File: config.mk
export PLATFORM = sky130hd
export DESIGN_NAME = edge_window_counter
export DESIGN_NICKNAME = d
export VERILOG_FILES = /design/src/rtl/edge_window_counter.sv
export SDC_FILE = /design/constraint.sdc
export NUM_CORES = 1
export LEC_CHECK = 0
export BUFFER_PORTS_ARGS = -buffer_cell sky130_fd_sc_hd__buf_2
export CORE_ASPECT_RATIO = 0.7
export CORE_MARGIN = 2
export CORE_UTILIZATION = 35
export CTS_BUF_LIST = sky130_fd_sc_hd__clkbuf_4 sky130_fd_sc_hd__clkbuf_8
export DETAILED_ROUTE_END_ITERATION = 10
export SYNTH_ARGS = -nofsm -noshare
export SYNTH_HDL_FRONTEND = slang
export SYNTH_SLANG_ARGS = --single-unit
File: constraint.sdc
create_clock -name clk -period 2.35 [get_ports clk]
set_input_delay 0.235 -clock clk [delete_from_list [all_inputs] [get_ports clk]]
set_output_delay 0.235 -clock clk [all_outputs]
set_load 0.1 [all_outputs]
File: src/rtl/edge_window_counter.sv
// Counts rising edges of din over back-to-back windows of WINDOW cycles and
// hands each window's saturated count downstream through a one-entry valid/ready buffer.
module edge_window_counter #(
    parameter int WINDOW = 16,
    parameter int CNT_W  = 8
) (
    input  logic             clk,
    input  logic             reset,
    input  logic             en,
    input  logic             din,
    output logic [CNT_W-1:0] out_data,
    output logic             out_valid,
    input  logic             out_ready,
    output logic             busy,
    output logic             overrun
);
    localparam int               TW      = $clog2(WINDOW);
    localparam logic [TW-1:0]    LAST    = TW'(WINDOW - 1);
    localparam logic [CNT_W-1:0] CNT_MAX = '1;

    typedef enum logic {
        IDLE,
        COUNT
    } state_t;

    state_t           state;
    logic [TW-1:0]    timer;
    logic [CNT_W-1:0] cnt;
    logic [CNT_W-1:0] cnt_next;
    logic             din_d;
    logic             rise;

    assign rise = din & ~din_d;

    // NOTE: default assignment first so every path drives cnt_next and no latch is inferred.
    always_comb begin
        cnt_next = cnt;
        if (rise && (cnt != CNT_MAX)) begin
            cnt_next = cnt + 1'b1;
        end
    end

    always_ff @(posedge clk) begin
        if (reset) begin
            state     <= IDLE;
            timer     <= '0;
            cnt       <= '0;
            din_d     <= 1'b0;
            out_data  <= '0;
            out_valid <= 1'b0;
            busy      <= 1'b0;
            overrun   <= 1'b0;
        end else begin
            din_d <= din;
            // NOTE: a refill at window close comes later in this block, so it overrides this clear.
            if (out_valid && out_ready) begin
                out_valid <= 1'b0;
            end
            case (state)
                IDLE: begin
                    if (en) begin
                        state <= COUNT;
                        busy  <= 1'b1;
                        timer <= '0;
                        cnt   <= '0;
                    end
                end
                COUNT: begin
                    if (!en) begin
                        state <= IDLE;
                        busy  <= 1'b0;
                        timer <= '0;
                        cnt   <= '0;
                    end else if (timer == LAST) begin
                        timer <= '0;
                        cnt   <= '0;
                        if (!out_valid || out_ready) begin
                            out_data  <= cnt_next;
                            out_valid <= 1'b1;
                        end else begin
                            overrun <= 1'b1;
                        end
                    end else begin
                        timer <= timer + 1'b1;
                        cnt   <= cnt_next;
                    end
                end
                default: begin
                    state <= IDLE;
                    busy  <= 1'b0;
                end
            endcase
        end
    end
endmodule

* Word-level counts from Yosys, hierarchy flattened *
Index checks and enable logic that the tools add are counted.

word-level totals
  register bits = 25
  output and inout bits = 11
  word-level logic and storage cells = 43

cells by class
  add/sub/neg operators = 2
  equal/unequal tests = 4
  mux-type cells = 18
  bitwise logic cells = 4
  reductions and logical operators = 7

operator list
  operator               number
  $mux W8                4
  $pmux W8 S2            1
  $mux W4                3
  $add A8 B1 Y8 const B  1
  $mux W1                8
  $ne A8 B8 Y1 const B   1
  $pmux W4 S2            1
  $reduce_and A4 Y1      2
  $add A4 B1 Y4 const B  1
  $eq A4 B4 Y1 const B   1
  $ne A2 B2 Y1 const B   2
  $not A1 Y1             3
  $logic_and A1 B1 Y1    2
  $pmux W1 S2            1
  $reduce_and A2 Y1      1
  $and A1 B1 Y1          1
  $logic_not A1 Y1       1
  $logic_or A1 B1 Y1     1

* Depth between registers and ports, before layout *
Gate-level depths: netlist of the first run.

  depth after elaboration = 7
  depth in mapped cells = 7
  mapped depth without buffers = 5

* Least setup slack after synthesis of the first run *
No wires, ideal clock.

  path kind = register -> register
  start = register out_valid
  end = register out_data[3]
  setup time = 0.142 ns
  data arrival time = 1.740 ns
  required time = 2.208 ns
  slack = 0.468 ns
  stages on the path, launching flop included = 6
  buffers on the path = 1
  period minus slack after synthesis = 1.882 ns
  cells stage by stage = dfxtp_1 > nand2b_1 > and3_2 > clkbuf_1 > nor2_1 > a311oi_1

between the ends
  word-level cells in the longest chain between the ends = 3

RTL lines
  what                                RTL line  RTL
  start, declared                     12        output logic out_valid,
  start signal, assigned              50        out_valid <= 1'b0;
  start signal, assigned              57        out_valid <= 1'b0;
  start signal, assigned              79        out_valid <= 1'b1;
  $logic_not A1 Y1                    77        if (!out_valid || out_ready) begin
  $logic_or A1 B1 Y1                  77
  $reduce_and A4 Y1 (no source line)  n/a
  end signal, assigned                78        out_data <= cnt_next;
  end, declared                       11        output logic [CNT_W-1:0] out_data,

No other way between the ends.
A chain may end at the register's enable or synchronous reset.

* Final worst setup path of the first run *
  start = register timer[0]
  end = register cnt[3]

between the ends
  word-level cells in the longest chain between the ends = 4

RTL lines
  what                    RTL line  RTL
  start, declared         27        logic [TW-1:0] timer;
  start signal, assigned  84        timer <= timer + 1'b1;
  $eq A4 B4 Y1            74        end else if (timer == LAST) begin
  $mux W8                 74
  $mux W8                 69        if (!en) begin
  $pmux W8 S2             59        case (state)
  end signal, assigned    85        cnt <= cnt_next;
  end, declared           28        logic [CNT_W-1:0] cnt;

No other way between the ends.

==> impl_metrics.csv, run 1 <==
group,metric,value,unit
floorplan,start_util,37.1,%
setup_path,required,2550,ps
clock_tree,cts_resized,0,
run,maxCapViolations,0,
drt,final_antenna_net_count,0,
setup_path,path_cells,"ha_1 > and3_1 > or3_4 > or4_1 > a31oi_1",
outcome,outcome,"finished, final reports clean",
synth,yosys-top-cells-count,"dfxtp_1, nand2_1, nor2_1",
synth,synth_area_leaders,"dfxtp_1, clkbuf_8, ha_1, nand2_1, nor2_1",
setup_path,slowest_delay,460,ps
grt,track_usage,13.9,%
grt,antenna_found_initial,0,
floorplan,dieHeight,55.4,µm
synth,syn_area,1320,µm²
power_and_ir_drop,pwr-share-seq,58.0,%
synth,yosysTopAreaCell,"dfxtp_1",
grt,globalRoute.totalOverflow,0,
synth,synth_cells,145,
grt,use_met1,20.5,%
sta,setup-tns-final,0,ps
synth,ys_ff_latch,25,
placed_design,place_inst,203,
power_and_ir_drop,pwr-share-comb,8.0,%
sta,max_freq,0.517,GHz
clock_tree,numCtsBuffers,3,
sta,post-route-min-period,1930,ps
clock_tree,clock_sinks,25,
drt,drt_iter0_drc,56,
grt,grt_pass1_vias,1028,
clock_tree,postCtsSetupRepairBufs,0,
power_and_ir_drop,power,0.000744,W
sta,relSlewSlack,66.7,%
grt,grt_max_degree,29,
placed_design,port_buffers,15,
clock_tree,cts_hold_buf,0,
clock_tree,htree_levels,1,
drt,drc,0,
grt,grtUsageMet2,20.0,%
setup_path,worstPathMaxFanout,6,
clock_tree,clkSlewWorstSetupHoldPaths,90,ps
power_and_ir_drop,p_sw,0.000180,W
drt,totalWireLength,2.78,mm
synth,syn_avg_cell_area,9.09,µm²
placed_design,placed_cell_area,1380,µm²
clock_tree,root_buffer,"clkbuf_8",
power_and_ir_drop,p_leak,0.517,nW
setup_path,critPathLaunchType,"flip-flop",
floorplan,die-area,4280,µm²
finish,nFillCells,394,
floorplan,die_w,77.4,µm
finish,stdcell_count,207,
sta,tightest_slew,499,ps
setup_path,crit_family,"simple AND/OR/NAND/NOR gates",
power_and_ir_drop,p_int,0.000564,W
setup_path,cp-end-kind,"flip-flop",
grt,grt_pass1_wl,4.84,mm
grt,met3_usage,3.92,%
sta,setup_viol,0,
synth,synth.most_common_cell,"dfxtp_1",
finish,drive_above_1_share,19.1,%
synth,ys_seq_area_share,38.0,%
sta,hold_viol_final,0,
synth,synth_enable_flop_cells,0,
synth,yosysWarningCount,0,
floorplan,core_area,3560,µm²
sta,finalClockSkew,4.91,ps
synth,ys_async_sr_fraction,0,%
power_and_ir_drop,clockPowerShare,34.1,%
synth,synth-main-ff-cell,"dfxtp_1",
power_and_ir_drop,power_density,521,nW/µm²
finish,final_area,1430,µm²
power_and_ir_drop,swShare,24.2,%
setup_path,critPathBufInv,0,
finish,nets,167,
setup_path,critPathSlowestCell,"or4_1",
grt,top_usage_layer,"met1",
synth,synth_top_area_share,38.0,%
drt,vias,1134,
finish,syn2layout_area_growth,8.25,%
clock_tree,clk_latency,270,ps
sta,drv_slew,0,
placed_design,place_ws,450,ps
placed_design,gp_congestion,0.872,
setup_path,path_class,"reg -> reg",
placed_design,dp_hpwl,2.03,mm
drt,wire_per_inst,13.4,µm
sta,fin_crit_sh,82.3,%
synth,ys_types,45,
floorplan,num_io_pins,16,
drt,drtPass1Iterations,4,
setup_path,crit_arrival,2140,ps
clock_tree,tritoncts,"done",
sta,rsz0062_at_grt,"no",
floorplan,rows,18,
drt,avgViaCountPerCell,5.48,
clock_tree,clock_path_buffers,2,
worst_hold_path,hold_class,"in -> reg",
sta,fin_ws,416,ps
synth,synth_nets,154,
power_and_ir_drop,vdd_drop_max,0.230,mV
finish,antenna_cells,0,
-- metal layers --
| metal | part of all wire (%) | wire, µm | vias up |
|---|---|---|---|
| li1 | - | - | 568 |
| met1 | 52 | 1450 | 533 |
| met2 | 42 | 1170 | 31 |
| met3 | 5.1 | 142 | 2 |
| met4 | 0.50 | 14 | 0 |
| met5 | 0 | 0 | - |
-- power by group through the flow --
| stage | Combinational [W] | Clock [W] | Sequential, W |
|---|---|---|---|
| floorplan | 0.0000378 | 0 | 0.000453 |
| global placement | 0.0000576 | 0 | 0.000441 |
| detailed placement | 0.0000588 | 0 | 0.000441 |
| CTS | 0.0000589 | 0.000261 | 0.000431 |
| global route | 0.0000649 | 0.000289 | 0.000432 |
| finish | 0.0000592 | 0.000253 | 0.000431 |
-- registers in the layout, summed over array words and instances (netlist names) --
name	count
din_d	1
state	1
timer	4
overrun	1
busy	1
out_valid	1
cnt	8
out_data	8
-- area by class of cell --
cell class	instances	area [µm²]	area share (%)
clock buffer	3	41.3	2.89
clock inverter	1	5.00	0.351
inverter	3	11.3	0.789
multi-input combinational	107	709	49.7
sequential	25	500	35.1
tap	50	62.6	4.38
timing repair buffer	18	97.6	6.84
-- cells by family after synthesis --
| logic type | synth area share, % |
|---|---|
| simple gates | 28.6 |
| buf+inv | 8.25 |
| flops | 38.0 |
| compound gates | 18.6 |
| xor+xnor | 1.33 |
| fa+ha+maj | 3.80 |
| mux | 1.52 |
-- layout by cell type, fill, tap and decap left out, types with 3 or more instances in the layout --
cell type  instances
a211oi_1           4
a21oi_1            7
a311oi_1           3
a31oi_1            6
buf_2             15
buf_4              3
clkbuf_8           3
dfxtp_1           25
ha_1               4
inv_1              3
nand2_1           13
nand3_1            8
nand3b_1           3
nand4_1            3
nor2_1            11
nor3_1             4
o21ai_0            3
o31ai_1            4
or3_1              4
-- through the flow --
stage	hold WS (ps)	util (%)
after floorplan	363	-
after global placement	441	38.8
after detailed placement	471	38.8
after CTS	206	40.1
after global routing	212	40.1
final	206	40.1
-- worst paths after layout --
path | depth (start not counted) | startpoint | endpoint | slack (ps)
worst max-delay path | 5 | timer[0] | cnt[3] | 420
worst min-delay path | 2 | din | din_d | 210
worst max register to register | 5 | timer[0] | cnt[3] | 420
worst min register to register | 2 | out_data[2] | out_data[2] | 470
(Power assumes the default switching activity.)
==> inputs of run 2 (changes only) <==
- clock period: 2.35 -> 1.7 ns (I/O delays scaled with it)
==> impl_metrics.csv, run 2 (synthesized netlist as in run 1, its figures left out) <==
group,metric,value,unit
sta,relSlewSlack,64.6,%
placed_design,gp_congestion,0.835,
setup_path,crit_arrival,1920,ps
grt,track_usage,14.4,%
setup_path,path_cells,"ha_4 > and3_4 > or3_4 > or4_1 > a31oi_1",
setup_path,critPathLaunchType,"flip-flop",
setup_path,slowest_delay,470,ps
setup_path,cp-end-kind,"flip-flop",
clock_tree,clkSlewWorstSetupHoldPaths,90,ps
finish,layout_commonest_cell,"dfxtp_1",
sta,hold_viol_final,0,
grt,grt_max_degree,29,
placed_design,dp_hpwl,2.13,mm
floorplan,num_io_pins,16,
floorplan,core_area,3560,µm²
drt,drt_iter0_drc,42,
sta,finalClockSkew,1.96,ps
clock_tree,numCtsBuffers,3,
power_and_ir_drop,power_density,655,nW/µm²
power_and_ir_drop,p_leak,0.612,nW
clock_tree,clock_sinks,25,
drt,drc,0,
setup_path,critPathSlowestCell,"or4_1",
sta,fin_ws,-19.1,ps
floorplan,dieHeight,55.4,µm
placed_design,place_inst,216,
drt,vias,1190,
drt,wire_per_inst,13.3,µm
finish,nFillCells,379,
finish,drive_above_1_share,29.7,%
finish,syn2layout_area_growth,20.3,%
clock_tree,tritoncts,"done",
clock_tree,root_buffer,"clkbuf_8",
clock_tree,cts_hold_buf,0,
drt,totalWireLength,2.96,mm
run,maxCapViolations,0,
worst_hold_path,hold_class,"in -> reg",
floorplan,rows,18,
placed_design,port_buffers,15,
finish,antenna_cells,0,
finish,final_area,1590,µm²
power_and_ir_drop,vdd_drop_max,0.420,mV
clock_tree,clk_latency,270,ps
sta,post-route-min-period,1720,ps
clock_tree,htree_levels,1,
outcome,violations,"setup timing",
outcome,outcome,"complete, but fails checks",
drt,final_antenna_net_count,0,
setup_path,required,1900,ps
setup_path,path_class,"reg -> reg",
placed_design,placed_cell_area,1490,µm²
setup_path,worstPathMaxFanout,3,
floorplan,start_util,37.1,%
floorplan,die-area,4280,µm²
finish,reg_top3,"cnt (8), out_data (8), timer (4)",
sta,setup_viol,1,
grt,grt_pass1_vias,1147,
sta,tightest_slew,531,ps
finish,stdcell_count,222,
sta,fin_crit_sh,101,%
sta,setup-tns-final,-19.1,ps
grt,grt_pass1_wl,5.13,mm
drt,drtPass1Iterations,4,
floorplan,die_w,77.4,µm
finish,nets,182,
sta,max_freq,0.582,GHz
finish,most-common-layout-cells,"dfxtp_1, buf_4, buf_2",
grt,globalRoute.totalOverflow,0,
drt,avgViaCountPerCell,5.36,
sta,drv_slew,0,
clock_tree,clock_path_buffers,2,
grt,antenna_found_initial,0,
sta,rsz0062_at_grt,"yes",
## run 2: critical path: cells and delay by family, from the launching register on
kind / cells / cell delay (ps)
adder cells (fa/ha/maj): 1 / 150
flip-flops: 1 / 350
AND/OR/NAND/NOR: 3 / 1020
AO/OA/AOI/OAI: 1 / 130
## run 2: timing repair
| item | CTS | global route |
|---|---|---|
| gates resized for setup | 2 | 3 |
| buffers inserted | 0 | 2 |
| setup endpoints to repair | 2 | 10 |
| pin swaps | 1 | 2 |
## run 2: final timing paths
check        cells after the start  slack [ps]         from     endpoint
max                              5         -20     timer[1]       cnt[3]
min                              2         140          din        din_d
max reg2reg                      5         -20     timer[1]       cnt[3]
min reg2reg                      2         460  out_data[2]  out_data[2]
## run 2: area by class of cell
class | instances | area (µm²) | area share, %
Multi-Input combinational cell | 107 | 748 | 47.2
Sequential cell | 25 | 504 | 31.8
Timing Repair Buffer | 33 | 214 | 13.5
Tap cell | 50 | 62.6 | 3.94
Clock buffer | 3 | 41.3 | 2.60
Inverter | 3 | 11.3 | 0.710
Clock inverter | 1 | 5.00 | 0.315
## run 2: per-stage QoR
step                setup WS (ps)  util, %  hold slack, ps  power [W]
floorplan                   -84.4        -             298   0.000679
global placement             17.6     41.9             412   0.000696
detailed placement          -30.5     41.9             425   0.000699
CTS                         -30.3     43.6             139    0.00105
global route                -87.7     44.6             135    0.00109
finish                      -19.1     44.6             141    0.00104
## run 2: metal layers
layer	GRT usage (%)	part of all wire, %	vias to the layer above
met5	0	0	-
met4	2.30	0.64	0
met3	3.43	4.2	4
met2	24.3	46	22
met1	19.1	49	561
li1	-	-	603
## run 2: where the power goes
group          internal (W)   total, W  switching, W
clock              0.000164   0.000350      0.000186
sequential         0.000591   0.000595    0.00000341
combinational     0.0000317  0.0000943     0.0000626
total              0.000787    0.00104      0.000252
==> inputs of run 3 (changes only) <==
- clock period: 1.7 -> 2.1 ns (I/O delays scaled with it)
==> impl_metrics.csv, run 3 (synthesized netlist as in run 1, its figures left out) <==
group,metric,value,unit
grt,grt_max_degree,29,
power_and_ir_drop,p_sw,0.000201,W
setup_path,path_class,"reg -> reg",
setup_path,required,2300,ps
drt,totalWireLength,2.75,mm
drt,drt_iter0_drc,100,
sta,tightest_slew,497,ps
power_and_ir_drop,power,0.000848,W
finish,most-common-layout-cells,"dfxtp_1, buf_2, nand2_1",
sta,relSlewSlack,66.8,%
power_and_ir_drop,pwr-share-comb,7.8,%
floorplan,rows,18,
setup_path,worstPathMaxFanout,6,
finish,syn2layout_area_growth,9.01,%
sta,setup-tns-final,0,ps
setup_path,r2r-start,"timer[0]",
drt,vias,1099,
drt,drt-met1-wl,1.41,mm
worst_hold_path,hold_class,"in -> reg",
clock_tree,cts_resized,0,
power_and_ir_drop,pwr-share-seq,56.8,%
power_and_ir_drop,swShare,23.7,%
clock_tree,clock_path_buffers,2,
drt,route.met2.wl,1.15,mm
clock_tree,postCtsSetupRepairBufs,0,
clock_tree,clk_latency,270,ps
power_and_ir_drop,vdd_drop_max,0.267,mV
clock_tree,clock_sinks,25,
sta,fin_crit_sh,93.2,%
setup_path,r2r_setup_slack,140,ps
clock_tree,cts_hold_buf,0,
clock_tree,tritoncts,"done",
worst_hold_path,hold_start,"din",
sta,post-route-min-period,1960,ps
sta,drv_slew,0,
floorplan,start_util,37.1,%
drt,drc,0,
placed_design,port_buffers,15,
drt,drtPass1Iterations,4,
grt,grt_pass1_wl,4.87,mm
floorplan,core_area,3560,µm²
drt,final_antenna_net_count,0,
outcome,outcome,"finished, final reports clean",
floorplan,dieHeight,55.4,µm
floorplan,num_io_pins,16,
clock_tree,clkSlewWorstSetupHoldPaths,90,ps
grt,antenna_found_initial,0,
setup_path,cp-end-kind,"flip-flop",
finish,nets,168,
grt,track_usage,13.7,%
power_and_ir_drop,power_density,590,nW/µm²
floorplan,die_w,77.4,µm
grt,grt_pass1_vias,1036,
sta,fin_ws,144,ps
power_and_ir_drop,p_int,0.000647,W
setup_path,crit_arrival,2150,ps
grt,globalRoute.totalOverflow,0,
clock_tree,numCtsBuffers,3,
sta,rsz0062_at_grt,"no",
finish,reg_top3,"cnt (8), out_data (8), timer (4)",
placed_design,place_ws,175,ps
placed_design,gp_congestion,0.817,
finish,drive_above_1_share,19.6,%
setup_path,critPathLaunchType,"flip-flop",
drt,dr_wl_met3,186,µm
run,maxCapViolations,0,
sta,finalClockSkew,2.52,ps
drt,highest_layer,"met4",
drt,wire_per_inst,13.2,µm
finish,layout_commonest_cell,"dfxtp_1",
sta,setup_viol,0,
clock_tree,htree_levels,1,
sta,hold_viol_final,0,
sta,max_freq,0.511,GHz
drt,avgViaCountPerCell,5.28,
floorplan,die-area,4280,µm²
finish,final_area,1440,µm²
power_and_ir_drop,p_leak,0.523,nW
finish,antenna_cells,0,
placed_design,dp_hpwl,1.97,mm
clock_tree,root_buffer,"clkbuf_8",
setup_path,cp-startpoint,"timer[0]",
placed_design,placed_cell_area,1390,µm²
power_and_ir_drop,clockPowerShare,35.4,%
run 3: cell types whose count changed in the layout (fill, tap and decap cells not counted), sizes merged:
cell    change
buf        -14
clkbuf      +1
clkinv      -1
run 3: path summary, 6_finish.rpt:
| check | end | cells past startpoint |
|---|---|---|
| hold / removal | din_d | 2 |
| hold reg to reg | out_data[2] | 2 |
| setup reg to reg | cnt[3] | 5 |
| setup / recovery | cnt[3] | 5 |
run 3: through the flow:
step,hold WS [ps],cells,util [%]
6_report,175,208,40.4
5_1_grt,190,208,40.4
4_1_cts,178,208,40.4
3_5_place_dp,461,204,39.0
3_3_place_gp,441,204,39.0
2_1_floorplan,338,145,-
run 3: worst max-delay path, cell delays in order (launching register included):
cell,delay (ps)
dfxtp_1,350
ha_1,240
and3_1,250
or3_4,400
or4_1,480
a31oi_1,170
run 3: final cells by class:
type / count / area, µm²
inverter: 3 / 11.3
sequential: 25 / 500
clock buffer: 4 / 48.8
timing repair buffer: 19 / 105
fill: 392 / 2120
tap: 50 / 62.6
multi-input combinational: 107 / 709
run 3: layer usage:
metal / global-route usage (%) / vias up
met2: 20.7 / 31
met1: 20.2 / 494
met3: 3.59 / 2
met5: 0 / -
met4: 1.53 / 0
li1: - / 572
run 3: power groups by stage:
stage	Combinational, W	Clock (W)	Sequential (W)
6_report	0.0000666	0.000300	0.000482
2_1_floorplan	0.0000423	0	0.000507
3_5_place_dp	0.0000664	0	0.000493
5_1_grt	0.0000730	0.000328	0.000483
3_3_place_gp	0.0000652	0	0.000493
4_1_cts	0.0000665	0.000312	0.000482
